## src/rtl/e203_dtcm_arb_pkg.sv

```systemverilog
// Shared types and constants for the DTCM SRAM arbiter.
package e203_dtcm_arb_pkg;

    typedef enum logic [1:0] {
        StActive = 2'd0,
        StSleep  = 2'd1,
        StWake   = 2'd2
    } arb_state_e;

    // Requester indices used for grant and response ownership.
    localparam int unsigned M_LSU = 0;
    localparam int unsigned M_EXT = 1;

endpackage

```

## src/rtl/e203_dtcm_rr_arb2.sv

```systemverilog
// Two-way round-robin arbiter: combinational grant, pointer advances on accept.
module e203_dtcm_rr_arb2
    import e203_dtcm_arb_pkg::*;
(
    input  logic       clk,
    input  logic       rst_n,
    input  logic [1:0] req_i,
    input  logic       accept_i,
    output logic [1:0] gnt_o,
    output logic       gnt_idx_o
);

    // Index of the requester granted by the last accepted command.
    logic last_q;

    // Sole requester wins; on a tie the one not granted last wins.
    always_comb begin
        gnt_idx_o = 1'(M_LSU);
        unique case (req_i)
            2'b01:   gnt_idx_o = 1'(M_LSU);
            2'b10:   gnt_idx_o = 1'(M_EXT);
            2'b11:   gnt_idx_o = ~last_q;
            default: gnt_idx_o = 1'(M_LSU);
        endcase
        gnt_o = '0;
        if (req_i != 2'b00) begin
            gnt_o[gnt_idx_o] = 1'b1;
        end
    end

    // Reset value makes the LSU win the first tie.
    always_ff @(posedge clk or negedge rst_n) begin
        if (!rst_n) begin
            last_q <= 1'(M_EXT);
        end else if (accept_i) begin
            last_q <= gnt_idx_o;
        end
    end

endmodule

```

## src/rtl/e203_dtcm_ram_arb.sv

```systemverilog
// Shares the single-ported DTCM SRAM between the LSU (m0) and the external ICB (m1),
// absorbing the one-cycle read latency and managing SRAM light sleep.
module e203_dtcm_ram_arb
    import e203_dtcm_arb_pkg::*;
#(
    parameter int unsigned DW       = 32,
    parameter int unsigned MW       = 4,
    parameter int unsigned AW       = 16,
    parameter int unsigned RAM_AW   = 14,
    parameter int unsigned IDLE_CYC = 16
) (
    input  logic              clk,
    input  logic              rst_n,
    input  logic              lp_en_i,

    input  logic              m0_cmd_valid_i,
    output logic              m0_cmd_ready_o,
    input  logic [AW-1:0]     m0_cmd_addr_i,
    input  logic              m0_cmd_read_i,
    input  logic [DW-1:0]     m0_cmd_wdata_i,
    input  logic [MW-1:0]     m0_cmd_wmask_i,
    output logic              m0_rsp_valid_o,
    input  logic              m0_rsp_ready_i,
    output logic [DW-1:0]     m0_rsp_rdata_o,

    input  logic              m1_cmd_valid_i,
    output logic              m1_cmd_ready_o,
    input  logic [AW-1:0]     m1_cmd_addr_i,
    input  logic              m1_cmd_read_i,
    input  logic [DW-1:0]     m1_cmd_wdata_i,
    input  logic [MW-1:0]     m1_cmd_wmask_i,
    output logic              m1_rsp_valid_o,
    input  logic              m1_rsp_ready_i,
    output logic [DW-1:0]     m1_rsp_rdata_o,

    output logic              ram_sd_o,
    output logic              ram_ds_o,
    output logic              ram_ls_o,
    output logic              ram_cs_o,
    output logic              ram_we_o,
    output logic [RAM_AW-1:0] ram_addr_o,
    output logic [MW-1:0]     ram_wem_o,
    output logic [DW-1:0]     ram_din_o,
    input  logic [DW-1:0]     ram_dout_i
);

    localparam int unsigned CntW = $clog2(IDLE_CYC + 1);

    arb_state_e      state_q, state_d;
    logic [CntW-1:0] idle_cnt_q, idle_cnt_d;
    logic            rsp_pend_q, rsp_pend_d;   // a response is outstanding
    logic            owner_q, owner_d;         // requester that owns the response
    logic            read_q, read_d;           // outstanding command was a read
    logic            first_q, first_d;         // first response cycle: data straight from SRAM
    logic [DW-1:0]   buf_q, buf_d;

    logic [1:0]      req;
    logic [1:0]      gnt;
    logic            gnt_idx;
    logic            owner_rsp_ready;
    logic            rsp_fire;
    logic            cmd_ok;
    logic            cmd_fire;
    logic            win_read;
    logic [AW-1:0]   win_addr;
    logic [DW-1:0]   win_wdata;
    logic [MW-1:0]   win_wmask;
    logic [DW-1:0]   rsp_data;
    logic            unused_addr;

    assign req = {m1_cmd_valid_i, m0_cmd_valid_i};

    e203_dtcm_rr_arb2 u_rr_arb (
        .clk       (clk),
        .rst_n     (rst_n),
        .req_i     (req),
        .accept_i  (cmd_fire),
        .gnt_o     (gnt),
        .gnt_idx_o (gnt_idx)
    );

    // Handshake qualification and winner command mux.
    always_comb begin
        owner_rsp_ready = (owner_q == 1'(M_EXT)) ? m1_rsp_ready_i : m0_rsp_ready_i;
        rsp_fire        = rsp_pend_q && owner_rsp_ready;
        // Gated by rst_n so no strobe escapes while reset is held.
        cmd_ok          = rst_n && (state_q == StActive) && (!rsp_pend_q || owner_rsp_ready);
        cmd_fire        = (|req) && cmd_ok;
        m0_cmd_ready_o  = cmd_ok && gnt[M_LSU];
        m1_cmd_ready_o  = cmd_ok && gnt[M_EXT];

        win_read  = (gnt_idx == 1'(M_EXT)) ? m1_cmd_read_i  : m0_cmd_read_i;
        win_addr  = (gnt_idx == 1'(M_EXT)) ? m1_cmd_addr_i  : m0_cmd_addr_i;
        win_wdata = (gnt_idx == 1'(M_EXT)) ? m1_cmd_wdata_i : m0_cmd_wdata_i;
        win_wmask = (gnt_idx == 1'(M_EXT)) ? m1_cmd_wmask_i : m0_cmd_wmask_i;
    end

    assign unused_addr = ^win_addr[1:0];

    // SRAM strobes, held at zero unless a command is accepted this cycle.
    always_comb begin
        ram_sd_o   = 1'b0;
        ram_ds_o   = 1'b0;
        ram_ls_o   = (state_q == StSleep);
        ram_cs_o   = cmd_fire;
        ram_we_o   = cmd_fire && !win_read;
        ram_wem_o  = (cmd_fire && !win_read) ? win_wmask : '0;
        ram_addr_o = cmd_fire ? win_addr[2 +: RAM_AW] : '0;
        ram_din_o  = cmd_fire ? win_wdata : '0;
    end

    // Response path: live SRAM data in the first cycle, buffered copy afterwards.
    always_comb begin
        rsp_data       = first_q ? (read_q ? ram_dout_i : '0) : buf_q;
        m0_rsp_valid_o = rsp_pend_q && (owner_q == 1'(M_LSU));
        m1_rsp_valid_o = rsp_pend_q && (owner_q == 1'(M_EXT));
        m0_rsp_rdata_o = m0_rsp_valid_o ? rsp_data : '0;
        m1_rsp_rdata_o = m1_rsp_valid_o ? rsp_data : '0;
    end

    // Next-state for the outstanding transaction and its data buffer.
    always_comb begin
        rsp_pend_d = rsp_pend_q;
        owner_d    = owner_q;
        read_d     = read_q;
        first_d    = 1'b0;
        buf_d      = buf_q;
        // SRAM output is only valid for one cycle; keep it if the owner stalls.
        if (first_q && !owner_rsp_ready) begin
            buf_d = read_q ? ram_dout_i : '0;
        end
        if (rsp_fire) begin
            rsp_pend_d = 1'b0;
        end
        if (cmd_fire) begin
            rsp_pend_d = 1'b1;
            owner_d    = gnt_idx;
            read_d     = win_read;
            first_d    = 1'b1;
        end
    end

    // Idle counter and power-state FSM next-state.
    always_comb begin
        idle_cnt_d = idle_cnt_q;
        if ((state_q != StActive) || cmd_fire) begin
            idle_cnt_d = '0;
        end else if (idle_cnt_q != CntW'(IDLE_CYC)) begin
            idle_cnt_d = idle_cnt_q + 1'b1;
        end

        state_d = state_q;
        unique case (state_q)
            StActive: begin
                if (lp_en_i && (idle_cnt_d == CntW'(IDLE_CYC)) && !rsp_pend_q) begin
                    state_d = StSleep;
                end
            end
            StSleep: begin
                if (!lp_en_i || (|req)) begin
                    state_d = StWake;
                end
            end
            StWake:  state_d = StActive;
            default: state_d = StActive;
        endcase
    end

    // State registers.
    always_ff @(posedge clk or negedge rst_n) begin
        if (!rst_n) begin
            state_q    <= StActive;
            idle_cnt_q <= '0;
            rsp_pend_q <= 1'b0;
            owner_q    <= 1'(M_LSU);
            read_q     <= 1'b0;
            first_q    <= 1'b0;
            buf_q      <= '0;
        end else begin
            state_q    <= state_d;
            idle_cnt_q <= idle_cnt_d;
            rsp_pend_q <= rsp_pend_d;
            owner_q    <= owner_d;
            read_q     <= read_d;
            first_q    <= first_d;
            buf_q      <= buf_d;
        end
    end

endmodule

```

## config.mk

```make
export PLATFORM = sky130hd
export DESIGN_NAME = e203_dtcm_ram_arb
export DESIGN_NICKNAME = d
export VERILOG_FILES = /design/src/rtl/e203_dtcm_arb_pkg.sv /design/src/rtl/e203_dtcm_rr_arb2.sv /design/src/rtl/e203_dtcm_ram_arb.sv
export SDC_FILE = /design/constraint.sdc
export NUM_CORES = 1
export LEC_CHECK = 0
export ABC_AREA = 1
export BUFFER_PORTS_ARGS = -buffer_cell sky130_fd_sc_hd__buf_2
export CORE_AREA = 2 2 104 106
export CTS_CLUSTER_SIZE = 24
export DETAILED_ROUTE_END_ITERATION = 8
export DIE_AREA = 0 0 106 108
export HOLD_SLACK_MARGIN = 0.08
export PLACE_DENSITY = 0.66
export SLEW_MARGIN = 0
export SYNTH_ARGS = -nofsm -noshare
export SYNTH_HDL_FRONTEND = slang
export SYNTH_SLANG_ARGS = --single-unit
export TNS_END_PERCENT = 100
```

## constraint.sdc

```tcl
create_clock -name clk -period 2.15 [get_ports clk]
set_input_delay 0.43 -clock clk [delete_from_list [all_inputs] [get_ports clk]]
set_output_delay 0.43 -clock clk [all_outputs]
set_load 0.01 [all_outputs]
```

**After elaboration in Yosys (flattened, before gate mapping)**

Index checks and enable logic that the tools add are counted.

- Bits in registers: 44
- Latch bits: 0
- Memory bits (writable): 0
- Bits in read-only memories: 0
- Bits of input ports: 145
- Output and inout bits: 123
- Logic and storage cells: 70
- Memories kept: 0

- Add/sub/neg operators: 1
- Multiply operators: 0
- Div/mod/pow operators: 0
- Magnitude comparators: 2
- Equality and inequality tests: 7
- Shifts and indexed selects: 0
- Mux-type cells: 24
- Bitwise gates (word level): 2
- Reductions and logical operators: 26

Operators by type and width:

| cell | number |
|---|---|
| 2-to-1 mux 32 bit | 6 |
| 2-to-1 mux 16 bit | 1 |
| 2-to-1 mux 14 bit | 1 |
| logical AND 1 bit | 13 |
| 2-to-1 mux 5 bit | 2 |
| 2-to-1 mux 4 bit | 2 |
| 2-to-1 mux 1 bit | 6 |
| 2-to-1 mux 2 bit | 3 |
| nonzero test 2 bit | 3 |
| adder 5 x 1 -> 5 bit (second input constant) | 1 |
| equality test 5 bit (second input constant) | 1 |
| inequality test 5 bit (second input constant) | 1 |
| equality test 2 bit (second input constant) | 2 |
| zero test 1 bit | 4 |
| inequality test 2 x 1 -> 1 bit (second input constant) | 2 |
| one-hot mux 2 bit (2 select lines) | 1 |
| logical OR 1 bit | 3 |
| equality test 2 x 1 -> 1 bit (second input constant) | 1 |
| zero test 2 bit | 1 |
| < comparator 1 x 2 -> 1 bit (second input constant) | 1 |
| NOT 1 bit | 2 |
| one-hot mux 1 bit (2 select lines) | 1 |
| AND reduction 2 bit | 1 |
| OR reduction 2 bit | 1 |
| 2 further kinds | 2 |

**Logic depth before layout (Yosys ltp)**

- Word-level depth: 11
- Gate-level depth with buffers: 11
- Mapped depth without buffers: 9

**By module**

From an unflattened synthesis, not the netlist that was laid out.

- Cell total of the unflattened synthesis: 543
- Area, all modules: 3259.4 µm²

Modules (own cells, without submodules):

| module | times used | cells each | area an instance (µm²) | sequential area each (µm²) |
|---|---|---|---|---|
| e203_dtcm_ram_arb | 1 | 533 | 3191.8 | 1076.0 |
| e203_dtcm_rr_arb2 | 1 | 10 | 67.6 | 26.3 |

**Worst setup path before layout**

No wires, ideal clock.

- Kind: register to output
- Start: reg u_rr_arb.last_q
- End: out ram_wem_o[0]
- Data arrival time: 1456 ps
- Data required time: 1720 ps
- Setup slack: 264 ps
- Cell stages (with the launch flop): 9
- Cells stage by stage: dfstp_2 nand2_1 nand2_1 inv_1 nand2_1 nand2_1 nor2_1 inv_1 a21oi_1

- Longest elaborated chain between the ends: 6

RTL lines:

| item | RTL line | text |
|---|---|---|
| start: declaration | e203_dtcm_rr_arb2.sv:14 | `logic last_q;` |
| start signal: assignment | e203_dtcm_rr_arb2.sv:34 | `last_q <= 1'(M_EXT);` |
| start signal: assignment | e203_dtcm_rr_arb2.sv:36 | `last_q <= gnt_idx_o;` |
| NOT 1 bit | e203_dtcm_rr_arb2.sv:22 | `2'b11: gnt_idx_o = ~last_q;` |
| one-hot mux 1 bit (2 select lines) | e203_dtcm_rr_arb2.sv:19 | `unique case (req_i)` |
| 2-to-1 mux 1 bit | e203_dtcm_ram_arb.sv:92 | `win_read = (gnt_idx == 1'(M_EXT)) ? m1_cmd_read_i : m0_cmd_read_i;` |
| zero test 1 bit | -- |  |
| logical AND 1 bit | -- |  |
| net ram_we_o | e203_dtcm_ram_arb.sv:40 | `output logic ram_we_o,` |
| 2-to-1 mux 4 bit | e203_dtcm_ram_arb.sv:107 | `ram_wem_o = (cmd_fire && !win_read) ? win_wmask : '0;` |
| end: declaration | e203_dtcm_ram_arb.sv:42 | `output logic [MW-1:0] ram_wem_o,` |

The timed path passes the listed nets, and every way through them passes these cells.

**Worst setup path in the final report**

- Start: reg owner_q
- End: out ram_din_o[8]

- Longest elaborated chain between the ends: 5

RTL lines:

| item | RTL line | text |
|---|---|---|
| start: declaration | e203_dtcm_ram_arb.sv:52 | `logic owner_q, owner_d;` |
| start signal: assignment | e203_dtcm_ram_arb.sv:175 | `owner_q <= 1'(M_LSU);` |
| start signal: assignment | e203_dtcm_ram_arb.sv:183 | `owner_q <= owner_d;` |
| 2-to-1 mux 1 bit | e203_dtcm_ram_arb.sv:84 | `owner_rsp_ready = (owner_q == 1'(M_EXT)) ? m1_rsp_ready_i : m0_rsp_ready_i;` |
| logical OR 1 bit | e203_dtcm_ram_arb.sv:87 | `cmd_ok = rst_n && (state_q == StActive) && (!rsp_pend_q \|\| owner_rsp_ready);` |
| logical AND 1 bit | e203_dtcm_ram_arb.sv:87 |  |
| logical AND 1 bit | e203_dtcm_ram_arb.sv:88 | `cmd_fire = (\|req) && cmd_ok;` |
| 2-to-1 mux 32 bit | e203_dtcm_ram_arb.sv:109 | `ram_din_o = cmd_fire ? win_wdata : '0;` |
| end: declaration | e203_dtcm_ram_arb.sv:43 | `output logic [DW-1:0] ram_din_o,` |

No other way between the ends.

==> flow_summary.yaml <==
timing:
  min_period_ns: 2.205
  setup_viol: 26
  timing.setup.tns_ns: -0.7160
  finalMaxSlewViolations: 0
  tightest_slew_ns: 0.5728
  fin_crit_sh_pct: 102.5
  rsz0062_at_grt: "yes"
  fmax_mhz: 453.6
  layout_setup_ws_ns: -0.05459
  hold_viol_final: 0
  skew_ns: 0.006742
  holdWs_ns: 0.2362
  relSlewSlack_pct: 61.81
power_and_ir_drop:
  p_clk_share_pct: 11.2
  p_leak_uw: 0.003087
  power_frac_comb_pct: 59.5
  p_sw_uw: 2064
  swShare_pct: 45.32
  p_per_area_nw_per_um2: 881.1
  p_int_uw: 2491
  sequentialPowerShare_pct: 29.3
  ir_drop_uv: 433.1
synth:
  synthXorXnorAreaFrac_pct: 0.5584
  synth_top_cell_by_area: "dfrtp_1"
  ys_types: 25
  synthTopCellsByArea: "dfrtp_1, nand2_1, o21ai_0"
  synth_top_family_by_area: "simple AND/OR/NAND/NOR gates"
  synth-seq-area-share_pct: 35.14
  synthCells: 528
  ys_ff_latch: 44
  synth_mux_area_share_pct: 0
  synth_compound_area_share_pct: 11.41
  synth_warnings: 0
  yosys.area_share.simple_pct: 43.36
  synthAdderAreaFrac_pct: 0.7978
  syn_avg_cell_area_um2: 5.941
  syn_area_um2: 3137
  synth_top_area_share_pct: 34.30
global_routing:
  grtUsageMet2_pct: 30.18
  top_usage_layer: "met2"
  grt_usage_pct: 17.75
  antenna_found_initial: 0
  met1_usage_pct: 23.96
  grt-ovfl-total: 0
  grt_pass1_wl_um: 16460
  grt_max_degree: 53
  grt_util_met3_pct: 3.436
  grt_pass1_vias: 3241
clock_tree:
  htreeDepth: 2
  clk_pin_slew_worst_paths_ns: 0.09
  clockBufferDepth: 2
  clock_sinks: 44
  cts_tree: "built"
  root_buffer: "clkbuf_8"
  cts_buffers: 5
  worstSkewPairLatency_ns: 0.29
floorplan:
  initial_core_util_pct: 30.66
  die_w_um: 106
  die_h_um: 108
  pin_count: 268
  row_count: 37
  dieArea_um2: 11450
  coreArea_um2: 10230
drt:
  first_pass_iters: 5
  antenna_left: 0
  drt-vias-per-instance: 4.339
  dr_total_vias: 4040
  drtIter0Drc: 238
  routedWlPerCell_um: 12.59
  drc: 0
  drt-total-wl_um: 11720
place:
  numPortBuffers: 261
  dpl_cell_area_um2: 4606
  gp_congestion: 0.7355
  hpwl_um: 8400
  pre_cts_ws_ns: 0.06397
layout:
  fin_nets: 941
  design_area_um2: 5170
  syn2layout_area_growth_pct: 64.82
  multi_input_area_um2: 1929
  num_antenna_cells: 0
  final_util_pct: 50.53
  mostFrequentLayoutCell: "buf_2"
  seqCellArea_um2: 1105
  layout_common_cells: "buf_2, nand2_1, nor2_1"
  drive_above_1_share_pct: 44.53
  fillers: 1061
critical_path:
  arrival_ns: 1.77
  crit_fanout: 6
  critPathKind: "register to output pin"
  end_kind: "output pin"
  start_kind: "register"
  crit_required_ns: 1.72
hold_path:
  hold_path_class: "input port to async pin"
flow_run:
  maxCapViolCount: 0
status:
  violations: "negative setup slack"
  status: "finished with violations"
[per-layer routing]
metal | share of wire [%] | wire length [um]
met5 | 0 | 0
met4 | 0.34 | 40
met3 | 6.3 | 738
met2 | 49 | 5763
met1 | 44 | 5175
[cell families after synthesis]
| family | count (synthesis) |
|---|---|
| compound gates | 71 |
| xor+xnor | 2 |
| fa+ha+maj | 2 |
| buf+inv | 57 |
| flops | 44 |
| other cells | 1 |
| simple gates | 351 |
[final timing paths]
check	depth (start not counted)	start	slack [ns]	endpoint
min in group clk	3	ram_dout_i[6]	0.41	buf_q[6]
hold reg to reg	2	u_rr_arb.last_q	0.48	u_rr_arb.last_q
setup / recovery	10	owner_q	-0.05	ram_din_o[8]
setup reg to reg	3	first_q	0.59	buf_q[3]
max in group asynchronous	2	rst_n	1.50	read_q
hold / removal	2	rst_n	0.24	buf_q[21]
[state kept, by name, summed over array words and instances (netlist names)]
name	flops
buf_q	32
idle_cnt_q	5
state_q	2
first_q	1
owner_q	1
read_q	1
rsp_pend_q	1
u_rr_arb.last_q	1
[synth_stat cells]
cell,instances
nand2_1,262
nor2_1,74
o21ai_0,66
dfrtp_1,43
clkbuf_1,22
inv_1,19
buf_4,6
nand3_1,6
a21oi_1,4
buf_6,4
buf_2,3
inv_2,3
ha_1,2
nand4_1,2
nor3_1,2
conb_1,1
dfstp_2,1
nand2_2,1
nand3_2,1
nand3_4,1
nor2_2,1
o21a_1,1
or2_1,1
xnor2_1,1
xor2_1,1
[timing repair]
action,4_1_cts,5_1_grt
resized for setup,20,57
gates cloned,3,4
pin swaps,2,36
hold buffers,0,0
buffers inserted,7,5
setup endpoints to repair,51,58
[metrics by stage]
stage | std cells | power [uW]
final | 931 | 4555
after global routing | 931 | 4991
after floorplan | 529 | 2813
after CTS | 923 | 4446
after detailed placement | 905 | 3774
after global placement | 905 | 3748
[cell type report]
cell class,count,share of cell area (%)
Multi-Input combinational cell,428,37.32
Inverter,22,1.936
Clock inverter,1,0.1694
Timing Repair Buffer,293,34.44
Tap cell,136,3.291
Sequential cell,44,21.37
Clock buffer,7,1.476
[power groups by stage]
stage	Sequential [uW]	Clock [uW]	Combinational, uW
3_3_place_gp	1340	0	2410
4_1_cts	1330	536	2580
3_5_place_dp	1340	0	2430
5_1_grt	1380	576	3040
2_1_floorplan	1260	0	1550
6_report	1340	509	2710
[worst max-delay path, stage by stage (launching register included)]
cell and delay [ns]:
dfrtp_1 0.41, inv_2 0.08, nand2_2 0.08, nand3_4 0.08, nand3_4 0.11, nor2_4 0.17
buf_6 0.17, clkbuf_16 0.16, nand2_2 0.05, nand2_1 0.05, buf_2 0.12
Note: power is estimated with default switching activity, not from simulation.
